### src/rtl/fetch_queue_pkg.sv
// fetch_queue_pkg: constants shared with the rest of the CPU and the entry
// layout used by the fetch queue.
//   PC_RESET - first valid instruction address (and the idle head PC)
//   IM_LAST  - last word-aligned address inside instruction memory
//   NOP      - instruction word presented when no real instruction is at the head
package fetch_queue_pkg;

  localparam logic [31:0] PC_RESET = 32'h0000_3000;
  localparam logic [31:0] IM_LAST  = 32'h0000_6FFC;
  localparam logic [31:0] NOP      = 32'h0000_0000;

  typedef struct packed {
    logic [31:0] pc;
    logic [31:0] instr;
    logic        adel;
  } fq_entry_t;

  // Instruction-address exception: misaligned or outside instruction memory.
  function automatic logic calc_adel(input logic [31:0] pc);
    return (pc[1:0] != 2'b00) || (pc < PC_RESET) || (pc > IM_LAST);
  endfunction

endpackage

### src/rtl/fetch_queue.sv
// fetch_queue: small FIFO that decouples the single-cycle IFU from the
// decoder/controller. Each entry holds {pc, instr, adel}; adel is evaluated
// when the entry is pushed.
// Ports:
//   clk, reset            - clock, synchronous active-high reset
//   in_valid/in_pc/in_instr, in_ready   - push side (from IFU)
//   out_valid/out_pc/out_instr/out_adel, out_ready - pop side (to decode)
//   flush                 - redirect: drop every entry
//   count                 - current occupancy (0..DEPTH)
module fetch_queue
  import fetch_queue_pkg::*;
#(
  parameter int DEPTH = 4
) (
  input  logic                     clk,
  input  logic                     reset,
  input  logic                     in_valid,
  input  logic [31:0]              in_pc,
  input  logic [31:0]              in_instr,
  output logic                     in_ready,
  output logic                     out_valid,
  output logic [31:0]              out_pc,
  output logic [31:0]              out_instr,
  output logic                     out_adel,
  input  logic                     out_ready,
  input  logic                     flush,
  output logic [$clog2(DEPTH):0]   count
);

  localparam int AW = $clog2(DEPTH);
  localparam int CW = AW + 1;
  localparam logic [CW-1:0] FULL_CNT = CW'(DEPTH);

  logic [AW-1:0] wr_ptr_q, wr_ptr_d;
  logic [AW-1:0] rd_ptr_q, rd_ptr_d;
  logic [CW-1:0] count_q, count_d;

  // Storage is deliberately not reset; count masks stale contents.
  fq_entry_t mem_q [DEPTH];
  fq_entry_t head;

  logic push, pop;

  // in_ready looks only at occupancy, so a full queue refuses a push even
  // when decode pops in the same cycle.
  assign in_ready  = (count_q < FULL_CNT);
  assign out_valid = (count_q != '0);
  assign push      = in_valid && in_ready && !flush;
  assign pop       = out_valid && out_ready && !flush;

  always_comb begin
    wr_ptr_d = wr_ptr_q;
    rd_ptr_d = rd_ptr_q;
    count_d  = count_q;
    if (flush) begin
      wr_ptr_d = '0;
      rd_ptr_d = '0;
      count_d  = '0;
    end else begin
      // Pointers are AW bits wide, so increments wrap modulo DEPTH.
      if (push) wr_ptr_d = wr_ptr_q + AW'(1);
      if (pop)  rd_ptr_d = rd_ptr_q + AW'(1);
      case ({push, pop})
        2'b10:   count_d = count_q + CW'(1);
        2'b01:   count_d = count_q - CW'(1);
        default: count_d = count_q;
      endcase
    end
  end

  always_ff @(posedge clk) begin
    if (reset) begin
      wr_ptr_q <= '0;
      rd_ptr_q <= '0;
      count_q  <= '0;
    end else begin
      wr_ptr_q <= wr_ptr_d;
      rd_ptr_q <= rd_ptr_d;
      count_q  <= count_d;
    end
  end

  always_ff @(posedge clk) begin
    if (push && !reset) begin
      mem_q[wr_ptr_q] <= '{pc: in_pc, instr: in_instr, adel: calc_adel(in_pc)};
    end
  end

  assign head = mem_q[rd_ptr_q];

  // Idle head shows a nop at the reset PC; a faulting head keeps its PC but
  // never exposes the fetched word.
  always_comb begin
    out_pc    = PC_RESET;
    out_instr = NOP;
    out_adel  = 1'b0;
    if (out_valid) begin
      out_pc    = head.pc;
      out_adel  = head.adel;
      out_instr = head.adel ? NOP : head.instr;
    end
  end

  assign count = count_q;

endmodule
### config.mk
export PLATFORM = sky130hd
export DESIGN_NAME = fetch_queue
export DESIGN_NICKNAME = d
export VERILOG_FILES = /design/src/rtl/fetch_queue_pkg.sv /design/src/rtl/fetch_queue.sv
export SDC_FILE = /design/constraint.sdc
export NUM_CORES = 1
export LEC_CHECK = 0
export ABC_CLOCK_PERIOD_IN_PS = 4350
export CAP_MARGIN = 15
export CORE_ASPECT_RATIO = 0.9
export CORE_UTILIZATION = 55
export CTS_CLUSTER_DIAMETER = 80
export DETAILED_ROUTE_END_ITERATION = 7
export PLACE_DENSITY_LB_ADDON = 0.15
export SYNTH_ARGS = -nofsm -noshare
export SYNTH_HDL_FRONTEND = slang
export SYNTH_SLANG_ARGS = --single-unit
### constraint.sdc
create_clock -name clk -period 4.35 [get_ports clk]
set_input_delay 0.87 -clock clk [delete_from_list [all_inputs] [get_ports clk]]
set_output_delay 0.87 -clock clk [all_outputs]
set_load 0.02 [all_outputs]
==> metrics.csv, run 1 <==
stage,metric,value,unit
outcome,outcome,"finished, final reports clean",
place,dpl.hpwl,12100,um
power,swShare,0.190,
logic_synthesis,synth.area.mux_share,0.131,
clocking,numCtsBuffers,27,
floorplan,die_w,150,um
critical_path,start_kind,flop,
clocking,cts_tree,built,
sta,min_period,3.78,ns
place,gp_congestion,0.768,
logic_synthesis,synth-compound-area-share,0.0526,
logic_synthesis,yosysTopAreaCell,edfxtp_1,
cells_and_area,drive_above_1_share,0.220,
clocking,clock_latency,0.52,ns
floorplan,die-area,20300,sq um
sta,finalMaxSlewViolations,0,
clocking,cts_sinks,269,
cells_and_area,fin_nets,774,
route,first_iter_violations,296,
sta,period_share,0.868,
sta,skew,0.0202,ns
route,avgRoutedWirePerCell,20.9,um
logic_synthesis,syn_area,10800,sq um
global_routing,grtUsageTotal,0.208,
logic_synthesis,synth_warnings,0,
min_path,holdPathStages,2,
logic_synthesis,async_flop_share,0,
critical_path,cp_top_family,buffers and inverters,
logic_synthesis,synth_area_leaders,"edfxtp_1 (72%), mux4_2 (6.6%), o32ai_2 (4.5%)",
run,maxCapViolations,0,
place,portBuffers,138,
clocking,h-tree-depth,1,
min_path,hold_start,rd_ptr_q[1]$_SDFFE_PP0P_,
clocking,postCtsSetupBuffers,0,
critical_path,reg2reg_from,count[2]$_SDFFE_PP0P_,
logic_synthesis,yosys.area_share.adder,0.00762,
critical_path,reg2regPathDepth,8,
power,power.density,408,nW/um^2
route,dr.pass1.iters,4,
power,seqPwrFrac,0.526,
power,p_clk_frac,0.428,
logic_synthesis,synth.most_common_cell,edfxtp_1,
route,avgViaCountPerCell,5.67,
sta,hold_viol_final,0,
power,p_switching,1.04,mW
min_path,hold_class,reg -> reg,
critical_path,arrival,2.91,ns
route,drc,0,
floorplan,io_pins,139,
floorplan,core,19200,sq um
critical_path,crit_type,reg -> out,
route,vias,5486,
logic_synthesis,synth_flop_cell,edfxtp_1,
clocking,clk_pin_slew_worst_paths,0.06,ns
clocking,cts-root-buf,clkbuf_16,
logic_synthesis,synth_cell_type_count,33,
sta,finalSetupViolCount,0,
logic_synthesis,synth_fp_nets,627,
sta,rsz0062_at_grt,false,
critical_path,max_stage_delay,0.65,ns
floorplan,dieHeight,135,um
cells_and_area,syn_to_final_growth,23.5,%
logic_synthesis,synth_top_family_by_area,multiplexers,
critical_path,rr_endpoint,count[2]$_SDFFE_PP0P_,
power,power,5.46,mW
critical_path,cp_max_fo,27,
clocking,holdBufCountCts,0,
critical_path,required,3.48,ns
power,p_comb_frac,0.047,
route,ant_nets,0,
power,p_int,4.42,mW
floorplan,start_util,0.564,
critical_path,worst-r2r-setup-slack,2.16,ns
sta,worstMarginPinSlew,0.650,ns
critical_path,cp_cell_sequence,"mux2i_1, nand2_2, buf_4, o32ai_1, clkdlybuf4s50_1",
critical_path,cp.buffers_inverters,2,
logic_synthesis,postSynthAreaPerCell,19.6,sq um
floorplan,std_cell_rows,48,
cells_and_area,antennaDiodeCount,0,
global_routing,grt_pass1_wl,31600,um
logic_synthesis,synthXorXnorAreaFrac,0.00404,
global_routing,overflow,0,
power,power_leakage,4.08,nW
clocking,cts_resized,0,
power,irDropWorstVdd,0.000272,V
sta,max_clock_freq,265,MHz
global_routing,grt_pass1_vias,5801,
global_routing,grt_max_degree,75,
logic_synthesis,synth_edf_count,260,
logic_synthesis,yosys.area_share.simple,0.0450,
sta,maxSlewHeadroom,0.563,
global_routing,grt_antenna_before_repair,0,
sta,final.setup.tns,0,ns
logic_synthesis,synth_seq_cells,269,
logic_synthesis,ys_seq_area_frac,0.737,
critical_path,crit_path_end_kind,output pin,
clocking,clk_path_buf_depth,3,
logic_synthesis,synth_top_cell_area_share,0.720,
critical_path,slowest_stage,clkdlybuf4s50_1,
logic_synthesis,netlist_instances,552,
logic_synthesis,ys_top_cells_by_count,"edfxtp_1 (260), nand2_1 (35), and2_1 (34), mux2i_1 (34)",
route,wl,20200,um
-- cell usage in the layout, fill, tap and decap left out, types with 6 or more instances in the layout --
cell	n
nand2_1	34
inv_1	8
nor2_1	8
clkbuf_16	27
clkbuf_1	6
mux2i_1	34
mux2_2	32
mux4_2	32
o32ai_2	30
clkdlybuf4s50_1	138
dfxtp_1	7
edfxtp_1	260
and2_1	30
buf_4	7
-- logic make-up (layout without fill, tap and decap cells) --
kind of cell | after synthesis | count (layout)
compound gates | 41 | 41
xor+xnor | 5 | 5
fa+ha+maj | 6 | 6
buf+inv | 40 | 206
flops | 269 | 269
mux | 98 | 98
simple gates | 93 | 93
-- per-layer routing --
metal  GRT usage  share of wire  vias up
met5           0              0        -
met4      0.0561          0.022        0
met3      0.0327          0.050       34
met2       0.361           0.51      165
met1       0.276           0.42     2785
li1            -              -     2502
-- per-stage QoR --
| stage | cells | hold WS, ns | instance area (sq um) | utilization | worst slack [ns] |
|---|---|---|---|---|---|
| finish | 968 | 0.525 | 13400 | 0.697 | 0.575 |
| global route | 968 | 0.559 | 13400 | 0.697 | 0.409 |
| CTS | 968 | 0.537 | 13400 | 0.697 | 0.531 |
| detailed placement | 920 | 0.527 | 12500 | 0.650 | 0.836 |
| global placement | 920 | 0.515 | 12500 | 0.650 | 0.977 |
| floorplan | 552 | 0.459 | 10800 | - | 0.723 |
-- worst min-delay path: stages (launching register included) --
cell	delay, ns
dfxtp_1	0.30
o21ai_0	0.07
a21oi_1	0.10
-- sequential cells by signal, summed over array words and instances, names as in the netlist, named ones only --
register,count
rd_ptr_q,2
wr_ptr_q,2
count,3
mem_q,260
-- power by group through the flow --
| stage | Sequential (mW) | Combinational, mW | Clock [mW] |
|---|---|---|---|
| 2_1_floorplan | 2.93 | 0.109 | 0 |
| 5_1_grt | 2.87 | 0.273 | 2.47 |
| 3_3_place_gp | 2.93 | 0.249 | 0 |
| 3_5_place_dp | 2.93 | 0.257 | 0 |
| 6_report | 2.87 | 0.255 | 2.34 |
| 4_1_cts | 2.87 | 0.258 | 2.37 |
-- worst max path at each step --
stage	slack (ns)	cells past startpoint	endpoint
final	0.57	5	out_instr[0]
after global routing	0.41	5	out_instr[0]
after CTS	0.53	5	out_instr[0]
after detailed placement	0.84	5	mem_q[2][35]$_DFFE_PP_
after global placement	0.98	5	mem_q[2][35]$_DFFE_PP_
after floorplan	0.72	4	mem_q[1][0]$_DFFE_PP_
-- cell type report --
cell class | count | area [sq um]
Clock buffer | 33 | 698
Clock inverter | 15 | 199
Fill cell | 1216 | 5830
Inverter | 8 | 30.0
Multi-Input combinational cell | 243 | 2620
Sequential cell | 269 | 8000
Tap cell | 250 | 313
Timing Repair Buffer | 150 | 1530
Power figures use the tool's default switching activity.
==> run 2: changes to the inputs <==
--- a/config.mk
+++ b/config.mk
@@ -8,10 +8,13 @@
 export ABC_CLOCK_PERIOD_IN_PS = 4350
 export CAP_MARGIN = 15
 export CORE_ASPECT_RATIO = 0.9
+export CORE_MARGIN = 2
 export CORE_UTILIZATION = 55
 export CTS_CLUSTER_DIAMETER = 80
 export DETAILED_ROUTE_END_ITERATION = 7
+export GPL_ROUTABILITY_DRIVEN = 0
 export PLACE_DENSITY_LB_ADDON = 0.15
 export SYNTH_ARGS = -nofsm -noshare
 export SYNTH_HDL_FRONTEND = slang
 export SYNTH_SLANG_ARGS = --single-unit
+export TNS_END_PERCENT = 10
==> run 2 against run 1 <==
Die area increased by 2.8%. Design area decreased by 0.78%. Cell count increased by 0.21%. Non-clock buffer count increased by 3. Clock power decreased by 12%. Maximum frequency decreased by 2.6%. Setup slack got worse by 0.10 ns. Critical path depth unchanged. First-iteration DRC count increased by 37%. Hold slack improved by 0.028 ns. Combinational power about the same. Critical path type unchanged. Largest cell class unchanged. Highest routed layer unchanged.
==> metrics.csv, run 2 (synthesis gave the netlist of run 1 again) <==
stage,metric,value,unit
sta,final.setup.tns,0,ns
route,first_iter_violations,405,
critical_path,cp_cell_sequence,"buf_4, buf_4, nand2_1, o32ai_2, clkdlybuf4s50_1",
critical_path,cpMostUsedCell,buf_4,
power,power.density,391,nW/um^2
clocking,clock_latency,0.52,ns
critical_path,crit_type,reg -> out,
cells_and_area,final_cell_mix,"edfxtp_1 (260), clkdlybuf4s50_1 (138), mux2i_1 (34), nand2_1 (34)",
floorplan,core,19300,sq um
power,power_leakage,4.04,nW
run,maxCapViolations,0,
power,power,5.20,mW
cells_and_area,top_register,mem_q,
cells_and_area,largest_reg_flops,260,
global_routing,grt_max_degree,54,
sta,min_period,3.88,ns
floorplan,start_util,0.562,
cells_and_area,multi_input_area,2620,sq um
sta,worstMarginPinSlew,0.871,ns
cells_and_area,syn_to_final_growth,22.6,%
sta,skew,0.0108,ns
critical_path,worst-r2r-setup-slack,2.10,ns
critical_path,required,3.48,ns
critical_path,crit_path_end_kind,output pin,
clocking,cts-root-buf,clkbuf_16,
min_path,hold_class,reg -> reg,
route,wl,21300,um
clocking,clk_path_buf_depth,3,
floorplan,dieHeight,137,um
clocking,h-tree-depth,1,
critical_path,cp_max_fo,35,
cells_and_area,antennaDiodeCount,0,
clocking,cts_tree,built,
global_routing,grt_antenna_before_repair,0,
global_routing,overflow,0,
cells_and_area,regArea,8000,sq um
route,ant_nets,0,
cells_and_area,layout_commonest_cell,edfxtp_1,
floorplan,die-area,20800,sq um
critical_path,arrival,3.01,ns
sta,rsz0062_at_grt,false,
clocking,numCtsBuffers,26,
floorplan,io_pins,139,
route,drc,0,
outcome,outcome,"finished, final reports clean",
power,irDropWorstVdd,0.000270,V
global_routing,grtUsageTotal,0.206,
sta,finalMaxSlewViolations,0,
sta,maxSlewHeadroom,0.418,
clocking,cts_sinks,269,
sta,period_share,0.891,
clocking,holdBufCountCts,0,
route,avgViaCountPerCell,5.76,
place,portBuffers,138,
route,avgRoutedWirePerCell,21.9,um
floorplan,die_w,152,um
global_routing,grt_pass1_wl,32900,um
global_routing,grt_pass1_vias,5828,
critical_path,slowest_stage,dfxtp_4,
critical_path,start_kind,flop,
floorplan,std_cell_rows,48,
route,dr.pass1.iters,4,
cells_and_area,drive_above_1_share,0.215,
clocking,postCtsSetupBuffers,0,
cells_and_area,nFillCells,1239,
sta,max_clock_freq,258,MHz
place,place_area,12500,sq um
cells_and_area,design_area,13300,sq um
place,dpl.hpwl,12700,um
sta,finalSetupViolCount,0,
critical_path,max_stage_delay,0.81,ns
clocking,cts_resized,0,
route,vias,5585,
cells_and_area,fin_nets,776,
sta,hold_viol_final,0,
clocking,clk_pin_slew_worst_paths,0.06,ns
[run 2: worst paths after layout]
kind	startpoint	to	cells past startpoint
setup / recovery	flop	out_instr[9]	5
hold / removal	rd_ptr_q[1]$_SDFFE_PP0P_	flop	2
setup reg to reg	count[2]$_SDFFE_PP0P_	count[2]$_SDFFE_PP0P_	8
hold reg to reg	rd_ptr_q[1]$_SDFFE_PP0P_	flop	2
[run 2: worst max-delay path, delay by kind of cell, from the launching register on]
kind | cells | cell delay (ns)
buffers and inverters | 3 | 1.38
DFF | 1 | 0.81
and+or+nand+nor | 1 | 0.11
AOI/OAI and AO/OA | 1 | 0.15
[run 2: metrics by stage]
stage / hold WS (ns) / worst slack (ns) / util / instances
global placement: 0.509 / 1.04 / 0.648 / 923
global route: 0.605 / 0.255 / 0.689 / 970
finish: 0.552 / 0.473 / 0.689 / 970
floorplan: 0.459 / 0.723 / - / 552
CTS: 0.564 / 0.421 / 0.689 / 970
detailed placement: 0.519 / 0.884 / 0.648 / 923
[run 2: power breakdown]
group	internal [mW]	switching (mW)
combinational	0.127	0.131
clock	1.19	0.881
sequential	2.86	0.00957
total	4.18	1.02
[run 2: layout make-up]
| class | count | share of cell area |
|---|---|---|
| flip-flops and latches | 269 | 0.602 |
| multi-input cells | 243 | 0.197 |
| repair buffers | 153 | 0.116 |
| clock buffers | 40 | 0.0568 |
| well taps | 250 | 0.0235 |
| inverters | 8 | 0.00226 |
| clock inverters | 7 | 0.00217 |
[run 2: layer usage]
layer	wire (um)	GRT usage	up-vias
met3	1110	0.0330	39
li1	-	-	2506
met5	0	0	-
met4	561	0.0680	0
met2	10700	0.344	180
met1	8900	0.283	2860
==> run 3: changes to the inputs <==
--- a/config.mk
+++ b/config.mk
@@ -14,6 +14,7 @@
 export DETAILED_ROUTE_END_ITERATION = 7
 export GPL_ROUTABILITY_DRIVEN = 0
 export PLACE_DENSITY_LB_ADDON = 0.15
+export SLEW_MARGIN = 20
 export SYNTH_ARGS = -nofsm -noshare
 export SYNTH_HDL_FRONTEND = slang
 export SYNTH_SLANG_ARGS = --single-unit
==> results of run 3 <==
Same layout as run 2: the final DEF is identical, and so are final timing and power.
